===== config.mk =====
export PLATFORM = sky130hd
export DESIGN_NAME = avalon_crypto_csr_flat
export DESIGN_NICKNAME = d
export VERILOG_FILES = /design/src/rtl/crypto_csr_pkg.sv /design/src/rtl/avalon_crypto_csr_if.sv /design/src/rtl/csr_byte_reg.sv /design/src/rtl/avalon_crypto_csr.sv /design/src/flat_wrapper.sv
export SDC_FILE = /design/constraint.sdc
export NUM_CORES = 1
export LEC_CHECK = 0
export ABC_AREA = 1
export BUFFER_PORTS_ARGS = -buffer_cell sky130_fd_sc_hd__buf_2
export CAP_MARGIN = 40
export CORE_UTILIZATION = 49
export CTS_CLUSTER_DIAMETER = 200
export DETAILED_ROUTE_END_ITERATION = 8
export PLACE_DENSITY = 0.82
export RECOVER_POWER = 25
export SYNTH_ARGS = -nofsm -noshare
export SYNTH_HDL_FRONTEND = slang
export SYNTH_SLANG_ARGS = --single-unit
export TNS_END_PERCENT = 10

===== constraint.sdc =====
create_clock -name CLK -period 16.4 [get_ports CLK]
set_input_delay 3.28 -clock CLK [delete_from_list [all_inputs] [get_ports CLK]]
set_output_delay 3.28 -clock CLK [all_outputs]
set_load 0.1 [all_outputs]

===== src/rtl/crypto_csr_pkg.sv =====
// rtl/crypto_csr_pkg.sv - shared state enum, CTRL/STATUS bit indices and address-map helpers
package crypto_csr_pkg;

   typedef enum logic [1:0] {
      ST_IDLE = 2'd0,
      ST_RUN  = 2'd1,
      ST_DONE = 2'd2
   } state_e;

   localparam int CTRL_START   = 0;
   localparam int CTRL_CLEAR   = 1;
   localparam int CTRL_ABORT   = 2;

   localparam int STAT_BUSY    = 0;
   localparam int STAT_DONE    = 1;
   localparam int STAT_OVERRUN = 2;

   localparam int KEY_BASE     = 0;

   function automatic int msg_in_base(input int k);
      return k;
   endfunction

   function automatic int msg_out_base(input int k, input int m);
      return k + m;
   endfunction

   function automatic int ctrl_addr(input int k, input int m);
      return k + 2 * m;
   endfunction

   function automatic int status_addr(input int k, input int m);
      return k + 2 * m + 1;
   endfunction

   function automatic int cycles_addr(input int k, input int m);
      return k + 2 * m + 2;
   endfunction

endpackage


===== src/rtl/avalon_crypto_csr_if.sv =====
// rtl/avalon_crypto_csr_if.sv - Avalon-MM slave bus bundle for the crypto CSR bank
interface avalon_crypto_csr_if #(
   parameter int ADDR_W = 4
);
   logic              AVL_READ;
   logic              AVL_WRITE;
   logic              AVL_CS;
   logic [3:0]        AVL_BYTE_EN;
   logic [ADDR_W-1:0] AVL_ADDR;
   logic [31:0]       AVL_WRITEDATA;
   logic [31:0]       AVL_READDATA;

   modport master (
      output AVL_READ, AVL_WRITE, AVL_CS, AVL_BYTE_EN, AVL_ADDR, AVL_WRITEDATA,
      input  AVL_READDATA
   );

   modport slave (
      input  AVL_READ, AVL_WRITE, AVL_CS, AVL_BYTE_EN, AVL_ADDR, AVL_WRITEDATA,
      output AVL_READDATA
   );
endinterface


===== src/rtl/csr_byte_reg.sv =====
// rtl/csr_byte_reg.sv - 32-bit register with per-byte write enables and async reset
module csr_byte_reg (
   input  logic        clk,
   input  logic        rst,
   input  logic        load,
   input  logic [3:0]  byte_en,
   input  logic [31:0] wdata,
   output logic [31:0] q
);

   logic [31:0] data_q;
   logic [31:0] data_d;

   always_comb begin
      data_d = data_q;
      if (load) begin
         for (int b = 0; b < 4; b++) begin
            if (byte_en[b]) begin
               data_d[8*b +: 8] = wdata[8*b +: 8];
            end
         end
      end
   end

   always_ff @(posedge clk or posedge rst) begin
      if (rst) begin
         data_q <= '0;
      end else begin
         data_q <= data_d;
      end
   end

   assign q = data_q;

endmodule


===== src/rtl/avalon_crypto_csr.sv =====
// rtl/avalon_crypto_csr.sv - Avalon-MM register bank and start/done/abort control for a cipher core
module avalon_crypto_csr
   import crypto_csr_pkg::*;
#(
   parameter int KEY_WORDS = 4,
   parameter int MSG_WORDS = 4,
   parameter int ADDR_W    = $clog2(KEY_WORDS + 2 * MSG_WORDS + 3)
) (
   input  logic                   CLK,
   input  logic                   RESET,
   avalon_crypto_csr_if.slave     avl,
   output logic                   CORE_START,
   input  logic                   CORE_DONE,
   output logic [32*KEY_WORDS-1:0] CORE_KEY,
   output logic [32*MSG_WORDS-1:0] CORE_MSG_IN,
   input  logic [32*MSG_WORDS-1:0] CORE_MSG_OUT,
   output logic [31:0]            EXPORT_DATA
);

   localparam int NREG     = KEY_WORDS + MSG_WORDS;
   localparam int MIN_BASE = msg_in_base(KEY_WORDS);
   localparam int OUT_BASE = msg_out_base(KEY_WORDS, MSG_WORDS);
   localparam int CTRL_A   = ctrl_addr(KEY_WORDS, MSG_WORDS);
   localparam int STAT_A   = status_addr(KEY_WORDS, MSG_WORDS);
   localparam int CYC_A    = cycles_addr(KEY_WORDS, MSG_WORDS);

   logic [ADDR_W-1:0] addr;
   logic [31:0]       addr_w;
   logic              wr_en;
   logic              rd_en;
   logic              ctrl_wr;
   logic              start_w;
   logic              clear_w;
   logic              abort_w;
   logic              in_run;

   state_e                 state_q, state_d;
   logic                   overrun_q, overrun_d;
   logic [31:0]            cycles_q, cycles_d;
   logic [32*MSG_WORDS-1:0] msg_out_q, msg_out_d;
   logic [31:0]            rdata_q, rdata_d;
   logic [31:0]            rd_val;
   logic [31:0]            status_word;
   logic [31:0]            reg_words [NREG];

   assign addr    = avl.AVL_ADDR;
   assign addr_w  = 32'(addr);
   assign wr_en   = avl.AVL_WRITE && avl.AVL_CS;
   assign rd_en   = avl.AVL_READ && avl.AVL_CS;
   assign in_run  = (state_q == ST_RUN);
   assign ctrl_wr = wr_en && avl.AVL_BYTE_EN[0] && (addr_w == 32'(CTRL_A));
   assign start_w = ctrl_wr && avl.AVL_WRITEDATA[CTRL_START];
   assign clear_w = ctrl_wr && avl.AVL_WRITEDATA[CTRL_CLEAR];
   assign abort_w = ctrl_wr && avl.AVL_WRITEDATA[CTRL_ABORT];

   // Key and msg_in share one register array; operands are frozen while the core runs.
   for (genvar i = 0; i < NREG; i++) begin : g_reg
      csr_byte_reg u_reg (
         .clk     (CLK),
         .rst     (RESET),
         .load    (wr_en && !in_run && (addr_w == 32'(KEY_BASE + i))),
         .byte_en (avl.AVL_BYTE_EN),
         .wdata   (avl.AVL_WRITEDATA),
         .q       (reg_words[i])
      );
      if (i < KEY_WORDS) begin : g_key
         assign CORE_KEY[32*i +: 32] = reg_words[i];
      end else begin : g_msg
         assign CORE_MSG_IN[32*(i-KEY_WORDS) +: 32] = reg_words[i];
      end
   end

   always_comb begin
      state_d   = state_q;
      overrun_d = overrun_q;
      cycles_d  = cycles_q;
      msg_out_d = msg_out_q;
      if (clear_w) begin
         overrun_d = 1'b0;
      end
      case (state_q)
         ST_IDLE: begin
            if (start_w) begin
               state_d  = ST_RUN;
               cycles_d = '0;
            end
         end
         ST_RUN: begin
            if (cycles_q != 32'hFFFF_FFFF) begin
               cycles_d = cycles_q + 32'd1;
            end
            if (start_w) begin
               overrun_d = 1'b1;
            end
            // A result arriving with ABORT is still captured.
            if (CORE_DONE) begin
               msg_out_d = CORE_MSG_OUT;
               state_d   = ST_DONE;
            end else if (abort_w) begin
               state_d = ST_IDLE;
            end
         end
         ST_DONE: begin
            if (start_w) begin
               state_d  = ST_RUN;
               cycles_d = '0;
            end else if (clear_w) begin
               state_d = ST_IDLE;
            end
         end
         default: state_d = ST_IDLE;
      endcase
   end

   always_comb begin
      status_word               = '0;
      status_word[STAT_BUSY]    = (state_q == ST_RUN);
      status_word[STAT_DONE]    = (state_q == ST_DONE);
      status_word[STAT_OVERRUN] = overrun_q;
      rd_val = '0;
      for (int i = 0; i < NREG; i++) begin
         if (addr_w == 32'(KEY_BASE + i)) rd_val = reg_words[i];
      end
      for (int j = 0; j < MSG_WORDS; j++) begin
         if (addr_w == 32'(OUT_BASE + j)) rd_val = msg_out_q[32*j +: 32];
      end
      if (addr_w == 32'(STAT_A)) rd_val = status_word;
      if (addr_w == 32'(CYC_A))  rd_val = cycles_q;
      rdata_d = rd_en ? rd_val : rdata_q;
   end

   always_ff @(posedge CLK or posedge RESET) begin
      if (RESET) begin
         state_q   <= ST_IDLE;
         overrun_q <= 1'b0;
         cycles_q  <= '0;
         msg_out_q <= '0;
         rdata_q   <= '0;
      end else begin
         state_q   <= state_d;
         overrun_q <= overrun_d;
         cycles_q  <= cycles_d;
         msg_out_q <= msg_out_d;
         rdata_q   <= rdata_d;
      end
   end

   assign avl.AVL_READDATA = rdata_q;
   assign CORE_START       = in_run;
   assign EXPORT_DATA      = {reg_words[NREG-1][31:16], reg_words[MIN_BASE][15:0]};

endmodule

===== src/flat_wrapper.sv =====
// flat-port wrapper written by rule: the top's interface ports become plain ports
module avalon_crypto_csr_flat import crypto_csr_pkg::*;
#(
   parameter int KEY_WORDS = 4,
   parameter int MSG_WORDS = 4,
   parameter int ADDR_W    = $clog2(KEY_WORDS + 2 * MSG_WORDS + 3)
)
  (CLK, RESET, CORE_START, CORE_DONE, CORE_KEY, CORE_MSG_IN, CORE_MSG_OUT, EXPORT_DATA, avl_AVL_READ, avl_AVL_WRITE, avl_AVL_CS, avl_AVL_BYTE_EN, avl_AVL_ADDR, avl_AVL_WRITEDATA, avl_AVL_READDATA);
  avalon_crypto_csr_if #(.ADDR_W(ADDR_W)) avl_i ();
  input  logic CLK;
  input  logic RESET;
  output logic CORE_START;
  input  logic CORE_DONE;
  output logic [32*KEY_WORDS-1:0] CORE_KEY;
  output logic [32*MSG_WORDS-1:0] CORE_MSG_IN;
  input  logic [32*MSG_WORDS-1:0] CORE_MSG_OUT;
  output logic [31:0] EXPORT_DATA;
  input wire logic [$bits(avl_i.AVL_READ)-1:0] avl_AVL_READ;
  input wire logic [$bits(avl_i.AVL_WRITE)-1:0] avl_AVL_WRITE;
  input wire logic [$bits(avl_i.AVL_CS)-1:0] avl_AVL_CS;
  input wire logic [$bits(avl_i.AVL_BYTE_EN)-1:0] avl_AVL_BYTE_EN;
  input wire logic [$bits(avl_i.AVL_ADDR)-1:0] avl_AVL_ADDR;
  input wire logic [$bits(avl_i.AVL_WRITEDATA)-1:0] avl_AVL_WRITEDATA;
  output wire logic [$bits(avl_i.AVL_READDATA)-1:0] avl_AVL_READDATA;
  assign avl_i.AVL_READ = avl_AVL_READ;
  assign avl_i.AVL_WRITE = avl_AVL_WRITE;
  assign avl_i.AVL_CS = avl_AVL_CS;
  assign avl_i.AVL_BYTE_EN = avl_AVL_BYTE_EN;
  assign avl_i.AVL_ADDR = avl_AVL_ADDR;
  assign avl_i.AVL_WRITEDATA = avl_AVL_WRITEDATA;
  assign avl_AVL_READDATA = avl_i.AVL_READDATA;
  avalon_crypto_csr #(.KEY_WORDS(KEY_WORDS), .MSG_WORDS(MSG_WORDS), .ADDR_W(ADDR_W)) u_core (.CLK(CLK), .RESET(RESET), .avl(avl_i), .CORE_START(CORE_START), .CORE_DONE(CORE_DONE), .CORE_KEY(CORE_KEY), .CORE_MSG_IN(CORE_MSG_IN), .CORE_MSG_OUT(CORE_MSG_OUT), .EXPORT_DATA(EXPORT_DATA));
endmodule

==> results.json <==
{
  "status": "complete, but fails checks",
  "violations": "max-capacitance violations, max-slew violations",
  "dr.pass1.iters": 6,
  "synthTopCellsByArea": "dfrtp_1 54%, nand2_1 14%, o21ai_0 6.4%, mux2_2 4.1%, inv_1 3.6%",
  "port-buffer-count": 494,
  "antenna_found_initial": 2,
  "viasPerCell": 5.67,
  "n_fill_cell": 3644,
  "placed_cells": 3407,
  "worstSetupEndpointType": "async pin",
  "ctsResizeCount": 0,
  "cp_top_family": "buffers and inverters",
  "p_per_area_nw_per_um2": 173,
  "synth_warnings": 0,
  "worst_pin_slew_ns": 5.16,
  "syn_to_final_growth_pct": 19.7,
  "postCtsSetupRepairBufs": 0,
  "syn_inst": 2497,
  "critPathRequiredTime_ns": 17.02,
  "routedWlPerCell_um": 21.5,
  "die-area_um2": 43600,
  "drc": 0,
  "clk_pin_slew_worst_paths_ns": 0.06,
  "ys_types": 34,
  "cp-start-kind": "input pin",
  "yosysTopAreaCell": "dfrtp_1",
  "start_util_pct": 49.9,
  "stdcell_count": 3490,
  "fin_crit_ns": 7.25,
  "hold_path.class": "flip-flop to flip-flop",
  "grt_pass1_vias": 19100,
  "cts_hold_buf": 0,
  "wirelength_mm": 75.0,
  "crit_buf_inv": 4,
  "critPathArrivalTime_ns": 7.88,
  "cpMaxStageDelayCell": "clkinvlp_2",
  "grt_pass1_wl_mm": 114,
  "nNetsFinal": 3092,
  "cts_max_level": 2,
  "cts_buffer_depth": 3,
  "finish.instance_area_um2": 25100,
  "cts_buffers": 47,
  "drive_gt1_share_pct": 23.5,
  "placed_area_um2": 23600,
  "clock_latency_ns": 0.60,
  "crit_path_max_incr_delay_ns": 2.84,
  "synth_edf_count": 0,
  "worstPathMaxFanout": 181,
  "setup.worst_path.class": "input pin to async pin",
  "vias": 19800,
  "synth-main-ff-cell": "dfrtp_1",
  "maxSlewViolCount": 181,
  "grt_max_degree": 182,
  "drtIter0Drc": 2288,
  "synthesis.nets": 2672,
  "die_h_um": 209,
  "ant_nets": 0,
  "slew_headroom_pct": -246,
  "timing.final.crit_share_pct": 44.2,
  "leakagePower_nw": 12.7,
  "synth-async-reset-ratio_pct": 100,
  "io_pins": 495,
  "clock-sinks": 451,
  "ir_drop_mv": 0.152,
  "fmax_mhz": 138,
  "hpwl_mm": 54.8,
  "yosysSeqAreaShare_pct": 53.8,
  "fin_worst_skew_ns": 0.0271,
  "setup_viol": 0,
  "gp_congestion": 0.956,
  "syn-mean-instance-area_um2": 8.40,
  "synth_seq_cells": 451,
  "cp_cell_sequence": "buf_2, clkinvlp_2, buf_12, buf_4",
  "overflow": 0,
  "core_area_um2": 42000,
  "num_rows": 75,
  "syn_area_um2": 21000,
  "tns_ns": 0,
  "ctsRootBufferMaster": "clkbuf_16",
  "holdWs_ns": 0.505,
  "grt_usage_pct": 34.2,
  "hold_viol": 0,
  "synth.most_common_cell": "nand2_1",
  "synthTopCellsByCount": "775 x nand2_1, 451 x dfrtp_1, 269 x o21ai_0",
  "synth_top_area_share_pct": 53.8,
  "cap_viol_max_count": 2,
  "cts_tree": "built",
  "rsz0062_at_grt": "false",
  "die_w_um": 209
}
sequential cells by signal (all words and copies together) (netlist names):
signal and cells:
u_core.avl.AVL_READDATA 32, u_core.cycles_q 32, u_core.g.u_reg.q 256, u_core.msg_out_q 128, u_core.overrun_q 1, u_core.state_q 2
metrics by stage:
step           setup WS [ns]  utilization, %  power (mW)
2_1_floorplan          0.550               -        2.91
3_5_place_dp           10.18            56.2        3.26
4_1_cts                10.74            59.8        4.33
6_report                9.15            59.7        4.33
5_1_grt                 8.21            59.7        4.48
3_3_place_gp           10.34            56.0        3.21
power breakdown:
part	internal, mW	switching [mW]	total [mW]
sequential	1.39	0.200	1.59
combinational	0.302	1.37	1.67
clock	0.617	0.455	1.07
per-layer routing:
metal | wire (um) | global-route usage (%)
met5 | 0 | 0
met4 | 3800 | 16.4
met2 | 35300 | 55.6
met3 | 6310 | 5.15
met1 | 29600 | 45.0
cell usage in the layout (no fill, tap or decap), types with 8 or more instances in the layout:
cell       count
xor2_1        27
or2_0          9
nor3_1        14
nor4_1         8
o21ai_0      269
inv_1        203
mux2_2        76
o31ai_1       26
nor2_2        11
nand4_1       62
a21oi_1      132
clkbuf_16     48
nor2_1       166
o21ai_1       24
nand3_1       56
nand2_1      775
buf_4         12
or2_2         10
clkbuf_1      18
dfrtp_1      451
buf_2        493
cell type report:
type,count,area [um^2],share of cell area (%)
Sequential cell,451,11300,44.9
Multi-Input combinational cell,1694,8180,32.6
Timing Repair Buffer,513,2680,10.7
Clock buffer,69,1350,5.38
Inverter,210,790,3.14
Tap cell,539,674,2.69
Clock inverter,12,158,0.628
Antenna cell,2,5.00,0.0199
final timing paths:
check | cells past startpoint | slack, ns | start | end
worst max-delay path | 4 | 9.15 | RESET | u_core.g_reg[5].u_reg.q[29]$_DFFE_PP0P_
worst min-delay path | 2 | 0.50 | u_core.overrun_q$_DFF_PP0_ | u_core.overrun_q$_DFF_PP0_
worst max register to register | 7 | 10.86 | u_core.state_q[0]$_DFFE_PP0P_ | u_core.msg_out_q[25]$_DFFE_PP0P_
worst min register to register | 2 | 0.50 | u_core.overrun_q$_DFF_PP0_ | u_core.overrun_q$_DFF_PP0_
max in group CLK | 6 | 9.20 | CORE_DONE | u_core.msg_out_q[25]$_DFFE_PP0P_
min in group asynchronous | 2 | 4.28 | RESET | u_core.msg_out_q[38]$_DFFE_PP0P_
tightest hold or removal path, cell delays in order (launching register included):
cell and delay (ns):
dfrtp_1 0.35, nand2_1 0.06, o21ai_0 0.06
logic make-up (layout without fill, tap and decap cells):
family,Yosys count,in the layout,synth area share [%]
adder cells (fa/ha/maj),1,1,0.0596
AO/OA/AOI/OAI,459,459,11.3
multiplexers,77,77,4.13
flip-flops,451,451,53.8
XOR/XNOR,27,27,1.13
AND/OR/NAND/NOR,1130,1130,22.2
other,0,2,0
buffers and inverters,352,804,7.32
(Power assumes the default switching activity.)
